<file path="src/rtl/arq_pkg.sv">
// Shared Stop-and-Wait ARQ definitions: FSM state encoding, default widths and
// the ACK frame layout that the transmitter also decodes.
package arq_pkg;

  localparam int unsigned DEF_SEQ_W  = 1;
  localparam int unsigned DEF_DATA_W = 8;

  typedef enum logic [1:0] {
    IDLE    = 2'd0,
    CHECK   = 2'd1,
    DELIVER = 2'd2,
    ACK     = 2'd3
  } state_e;

  // ACK frame on the return channel: a single cumulative Rn field.
  typedef struct packed {
    logic [DEF_SEQ_W-1:0] seq;
  } ack_frame_t;

  localparam int unsigned ACK_FRAME_W = $bits(ack_frame_t);

endpackage

</file>
<file path="src/rtl/saw_receiver_if.sv">
// Channel-side bundle of the SAW receiver: inbound frames, payload delivery and
// the ACK return path.
interface saw_receiver_if
  import arq_pkg::*;
#(
  parameter int unsigned DATA_W = DEF_DATA_W,
  parameter int unsigned SEQ_W  = DEF_SEQ_W
);
  logic              frm_valid;
  logic              frm_ready;
  logic [SEQ_W-1:0]  frm_seq;
  logic [DATA_W-1:0] frm_data;
  logic              frm_err;
  logic              dlv_valid;
  logic              dlv_ready;
  logic [DATA_W-1:0] dlv_data;
  logic              ack_valid;
  logic              ack_ready;
  logic [SEQ_W-1:0]  ack_seq;

  modport slave (
    input  frm_valid, frm_seq, frm_data, frm_err, dlv_ready, ack_ready,
    output frm_ready, dlv_valid, dlv_data, ack_valid, ack_seq
  );

  modport master (
    output frm_valid, frm_seq, frm_data, frm_err, dlv_ready, ack_ready,
    input  frm_ready, dlv_valid, dlv_data, ack_valid, ack_seq
  );
endinterface

</file>
<file path="src/rtl/saw_receiver_sat_counter.sv">
// Saturating up-counter used for the receiver's discard statistics.
module sat_counter #(
  parameter int unsigned CNT_W = 8
) (
  input  logic             clk,
  input  logic             rst,
  input  logic             inc,
  output logic [CNT_W-1:0] count
);

  always_ff @(posedge clk or posedge rst) begin
    if (rst) begin
      count <= '0;
    end else if (inc && (count != {CNT_W{1'b1}})) begin
      count <= count + 1'b1;
    end
  end

endmodule

</file>
<file path="src/rtl/saw_receiver.sv">
// Stop-and-Wait ARQ receiver: checks each frame, delivers new in-order payloads
// and returns a cumulative ACK carrying the next expected sequence number Rn.
module saw_receiver
  import arq_pkg::*;
#(
  parameter int unsigned DATA_W = DEF_DATA_W,
  parameter int unsigned SEQ_W  = DEF_SEQ_W,
  parameter int unsigned CNT_W  = 8
) (
  input  logic             clk,
  input  logic             rst,
  saw_receiver_if.slave    bus,
  output logic [1:0]       state,
  output logic [CNT_W-1:0] dup_cnt,
  output logic [CNT_W-1:0] err_cnt
);

  state_e            state_q, state_d;
  logic [SEQ_W-1:0]  rn_q;
  logic [SEQ_W-1:0]  seq_q;
  logic [DATA_W-1:0] data_q;
  logic              err_q;
  logic              ready_q;
  logic              dup_inc, err_inc;

  always_comb begin
    state_d = state_q;
    unique case (state_q)
      IDLE:    if (bus.frm_valid) state_d = CHECK;
      CHECK: begin
        if (err_q)              state_d = IDLE;
        else if (seq_q == rn_q) state_d = DELIVER;
        else                    state_d = ACK;
      end
      DELIVER: if (bus.dlv_ready) state_d = ACK;
      ACK:     if (bus.ack_ready) state_d = IDLE;
      default: state_d = IDLE;
    endcase
  end

  // frm_ready is registered so it stays low while reset is held.
  always_ff @(posedge clk or posedge rst) begin
    if (rst) begin
      state_q <= IDLE;
      ready_q <= 1'b0;
      rn_q    <= '0;
      seq_q   <= '0;
      data_q  <= '0;
      err_q   <= 1'b0;
    end else begin
      state_q <= state_d;
      ready_q <= (state_d == IDLE);
      if (state_q == IDLE && bus.frm_valid) begin
        seq_q  <= bus.frm_seq;
        data_q <= bus.frm_data;
        err_q  <= bus.frm_err;
      end
      if (state_q == DELIVER && bus.dlv_ready) begin
        rn_q <= rn_q + 1'b1;
      end
    end
  end

  assign err_inc = (state_q == CHECK) && err_q;
  assign dup_inc = (state_q == CHECK) && !err_q && (seq_q != rn_q);

  assign bus.frm_ready = ready_q;
  assign bus.dlv_valid = (state_q == DELIVER);
  assign bus.dlv_data  = (state_q == DELIVER) ? data_q : '0;
  assign bus.ack_valid = (state_q == ACK);
  assign bus.ack_seq   = (state_q == ACK) ? rn_q : '0;
  assign state         = state_q;

  sat_counter #(.CNT_W(CNT_W)) u_dup_cnt (
    .clk   (clk),
    .rst   (rst),
    .inc   (dup_inc),
    .count (dup_cnt)
  );

  sat_counter #(.CNT_W(CNT_W)) u_err_cnt (
    .clk   (clk),
    .rst   (rst),
    .inc   (err_inc),
    .count (err_cnt)
  );

endmodule

</file>
<file path="src/flat_wrapper.sv">
// flat-port wrapper written by rule: the top's interface ports become plain ports
module saw_receiver_flat import arq_pkg::*;
#(
  parameter int unsigned DATA_W = DEF_DATA_W,
  parameter int unsigned SEQ_W  = DEF_SEQ_W,
  parameter int unsigned CNT_W  = 8
)
  (clk, rst, state, dup_cnt, err_cnt, bus_frm_valid, bus_frm_seq, bus_frm_data, bus_frm_err, bus_dlv_ready, bus_ack_ready, bus_frm_ready, bus_dlv_valid, bus_dlv_data, bus_ack_valid, bus_ack_seq);
  saw_receiver_if #(.DATA_W(DATA_W), .SEQ_W(SEQ_W)) bus_i ();
  input  logic clk;
  input  logic rst;
  output logic [1:0] state;
  output logic [CNT_W-1:0] dup_cnt;
  output logic [CNT_W-1:0] err_cnt;
  input wire logic [$bits(bus_i.frm_valid)-1:0] bus_frm_valid;
  input wire logic [$bits(bus_i.frm_seq)-1:0] bus_frm_seq;
  input wire logic [$bits(bus_i.frm_data)-1:0] bus_frm_data;
  input wire logic [$bits(bus_i.frm_err)-1:0] bus_frm_err;
  input wire logic [$bits(bus_i.dlv_ready)-1:0] bus_dlv_ready;
  input wire logic [$bits(bus_i.ack_ready)-1:0] bus_ack_ready;
  output wire logic [$bits(bus_i.frm_ready)-1:0] bus_frm_ready;
  output wire logic [$bits(bus_i.dlv_valid)-1:0] bus_dlv_valid;
  output wire logic [$bits(bus_i.dlv_data)-1:0] bus_dlv_data;
  output wire logic [$bits(bus_i.ack_valid)-1:0] bus_ack_valid;
  output wire logic [$bits(bus_i.ack_seq)-1:0] bus_ack_seq;
  assign bus_i.frm_valid = bus_frm_valid;
  assign bus_i.frm_seq = bus_frm_seq;
  assign bus_i.frm_data = bus_frm_data;
  assign bus_i.frm_err = bus_frm_err;
  assign bus_i.dlv_ready = bus_dlv_ready;
  assign bus_i.ack_ready = bus_ack_ready;
  assign bus_frm_ready = bus_i.frm_ready;
  assign bus_dlv_valid = bus_i.dlv_valid;
  assign bus_dlv_data = bus_i.dlv_data;
  assign bus_ack_valid = bus_i.ack_valid;
  assign bus_ack_seq = bus_i.ack_seq;
  saw_receiver #(.DATA_W(DATA_W), .SEQ_W(SEQ_W), .CNT_W(CNT_W)) u_core (.clk(clk), .rst(rst), .bus(bus_i), .state(state), .dup_cnt(dup_cnt), .err_cnt(err_cnt));
endmodule
</file>
<file path="config.mk">
export PLATFORM = sky130hd
export DESIGN_NAME = saw_receiver_flat
export DESIGN_NICKNAME = d
export VERILOG_FILES = /design/src/rtl/arq_pkg.sv /design/src/rtl/saw_receiver_if.sv /design/src/rtl/saw_receiver_sat_counter.sv /design/src/rtl/saw_receiver.sv /design/src/flat_wrapper.sv
export SDC_FILE = /design/constraint.sdc
export NUM_CORES = 1
export LEC_CHECK = 0
export ABC_AREA = 1
export BUFFER_PORTS_ARGS = -buffer_cell sky130_fd_sc_hd__clkbuf_2
export CAP_MARGIN = 10
export CORE_MARGIN = 4
export CORE_UTILIZATION = 55
export CTS_CLUSTER_DIAMETER = 100
export DETAILED_ROUTE_END_ITERATION = 16
export HOLD_SLACK_MARGIN = 0.05
export PLACE_DENSITY_LB_ADDON = 0.08
export SKIP_CTS_REPAIR_TIMING = 1
export SLEW_MARGIN = 20
export SYNTH_ARGS = -nofsm -noshare
export SYNTH_HDL_FRONTEND = slang
export SYNTH_SLANG_ARGS = --single-unit
</file>
<file path="constraint.sdc">
create_clock -name clk -period 2.2 [get_ports clk]
set_input_delay 0.22 -clock clk [delete_from_list [all_inputs] [get_ports clk]]
set_output_delay 0.22 -clock clk [all_outputs]
set_load 0.005 [all_outputs]
</file>
==> metrics.yaml <==
outcome: "finished, final reports clean"
syn_avg_cell_area_sq_um: 7.44
final.min_clock_period_ns: 1.58
fp.dieW_um: 62.1
clk_pin_slew_ns: 0.08
dp_cells: 290
dp_hpwl_um: 2420
final_layout_size_suffix_gt1_share_pct: 24.7
p_comb_share_pct: 40.2
fp.dieArea_sq_mm: 0.00385
hold_viol_final: 0
power_density_mw_per_mm2: 1020
yosys.area.top_type: "dfrtp_1"
r2r-end: "u_core.bus.frm_ready"
core_sq_mm: 0.00278
synth_top_family_by_area: "simple AND/OR/NAND/NOR gates"
clock-skew-final_ns: 0.00435
start_util_pct: 57.8
relSlewSlack_pct: 52.2
synth-warning-count: 0
use_met3_pct: 6.20
hold_class: "in -> reg"
ioPinCount: 45
ys_seq_elements: 30
antenna_found_initial: 0
htreeDepth: 2
intPower_uw: 1160
hold_slack_ns: 0.143
startpoint_type: "register"
first_pass_iters: 4
io_buffers: 44
r2r_setup_slack_ns: 0.71
endpoint_kind: "primary output"
fin_crit_sh_pct: 71.9
min_from: "bus_frm_data[3]"
switching_power_uw: 800
grt.total_usage_pct: 19.3
cts_tree: "done"
grt_pass1_vias: 1262
drtIter0Drc: 94
reg2regPathDepth: 4
ys_seq_area_share_pct: 46.7
required_ns: 1.98
yosys.area_share.simple_pct: 36.1
whs_endpoint: "u_core.data_q[3]"
drv_slew: 0
synth.top_cell.area_share_pct: 46.7
irDropWorstVdd_uv: 860
power_leakage_uw: 0.00108
grt-ovfl-total: 0
worstPathMaxFanout: 9
grt_pass1_wl_um: 5460
area_growth_pct: 19.4
finalPower_uw: 1960
p_sw_share_pct: 40.8
grt_max_degree: 31
synth_compound_gate_area_share_pct: 4.05
use_met2_pct: 31.1
synth_adder_area_share_pct: 1.56
synth_nets: 233
postRouteAntennaNets: 0
synthMuxAreaShare_pct: 0
hold_depth: 3
max_freq_mhz: 633
cts.sink_count: 30
fill_cells: 251
met1_usage_pct: 24.7
fin_nets: 284
yosys.area_share.xor_xnor_pct: 3.81
ys_top_cells_by_area: "dfrtp_1, nand2_1, nor2_1"
rsz0062_at_grt: "no"
setup-violations-final: 0
power_frac_seq_pct: 44.7
gp_congestion: 0.733
rr_startpoint: "u_core.state[0]"
synth_cells: 216
maxCapViolations: 0
max-clock-path-buffers: 2
cp.arrival_ns: 1.36
route.detailed.drc: 0
clock_insertion_delay_worst_skew_ns: 0.32
antenna_cells: 0
die_h_um: 62.1
avgRoutedWirePerCell_um: 10.6
critical_path_class: "reg -> out"
netlist_area_sq_mm: 0.00161
wl_um: 3170
viasPerCell: 4.83
setup-tns-final_ns: 0
rows: 19
synth.distinct_cells: 19
via_count: 1439
clkPwrFrac_pct: 15.1
instances_no_fill: 298
cts_inserted_buffers: 5
grt_busiest_layer: "met2"
worst_slew_pin_slew_ns: 0.715
cts_root_buf: "clkbuf_4"
## registers in the layout, indices dropped and copies added (netlist names)
name and flops:
u_core.data_q 8, u_core.u_dup_cnt.count 8, u_core.u_err_cnt.count 8, u_core.state 2, u_core.bus.frm_ready 1, u_core.err_q 1, u_core.rn_q 1, u_core.seq_q 1
## synth_stat cells
cell type and instances:
a21oi_1 10, buf_2 2, dfrtp_1 30, ha_1 2, inv_1 27, inv_2 2
inv_4 1, nand2_1 75, nand2_2 5, nand2_4 2, nand3_1 11, nand3_2 1
nand4_1 2, nor2_1 31, nor2_2 1, nor2_4 4, o21ai_0 3, xnor2_1 3
xor2_1 4
## power by group through the flow
stage | logic (uW) | clock network [uW] | registers (uW)
after floorplan | 540 | 0 | 867
after global placement | 787 | 0 | 879
after detailed placement | 799 | 0 | 886
after CTS | 803 | 309 | 876
after global routing | 914 | 334 | 907
final | 787 | 297 | 877
## kinds of logic after synthesis
logic type,after synthesis
flip-flops,30
adder cells (fa/ha/maj),2
AO/OA/AOI/OAI,13
XOR/XNOR,7
buffers and inverters,32
AND/OR/NAND/NOR,132
## final cells by class
class	count	area [sq um]	area share [%]
clock buffer	7	45.0	2.35
inverter	30	115	6.00
multi-input combinational	154	732	38.1
timing repair buffer	46	238	12.4
sequential	30	751	39.1
tap	31	38.8	2.02
## layer usage
layer | vias up | share of wire (%)
met2 | 31 | 48
met1 | 643 | 45
li1 | 759 | -
met4 | 0 | 1.1
met5 | - | 0
met3 | 6 | 6.3
## stage by stage
step	worst slack [ns]	util, %	cell area (sq um)
after floorplan	0.990	-	1610
after global placement	0.782	67.0	1860
after detailed placement	0.731	67.0	1860
after CTS	0.586	68.6	1910
after global routing	0.483	69.0	1920
final	0.619	69.0	1920
## critical path: stages, from the launching register on
cell,delay (ns)
dfrtp_1,0.44
nor2_1,0.22
inv_2,0.13
nor2_1,0.12
clkbuf_2,0.12
## how the worst max path moves through the flow
| stage | from | end | slack [ns] | cells after the start |
|---|---|---|---|---|
| after floorplan | u_core.u_err_cnt.count[0] | u_core.u_err_cnt.count[4] | 0.99 | 8 |
| after global placement | u_core.state[0] | u_core.bus.frm_ready | 0.78 | 4 |
| after detailed placement | u_core.state[0] | u_core.bus.frm_ready | 0.73 | 4 |
| after CTS | u_core.state[0] | bus_dlv_data[5] | 0.59 | 4 |
| after global routing | u_core.state[0] | bus_dlv_data[5] | 0.48 | 4 |
| final | u_core.state[0] | bus_dlv_data[5] | 0.62 | 4 |
## layout by cell type, fill, tap and decap left out, types with 2 or more instances in the layout
cell type	count
a21oi_1	10
clkbuf_1	2
clkbuf_2	44
clkbuf_4	5
dfrtp_1	30
ha_1	2
inv_1	27
inv_2	2
nand2_1	75
nand2_2	5
nand2_4	2
nand3_1	11
nand4_1	2
nor2_1	31
nor2_4	4
o21ai_0	3
xnor2_1	3
xor2_1	4
Note: power is estimated with default switching activity, not from simulation.
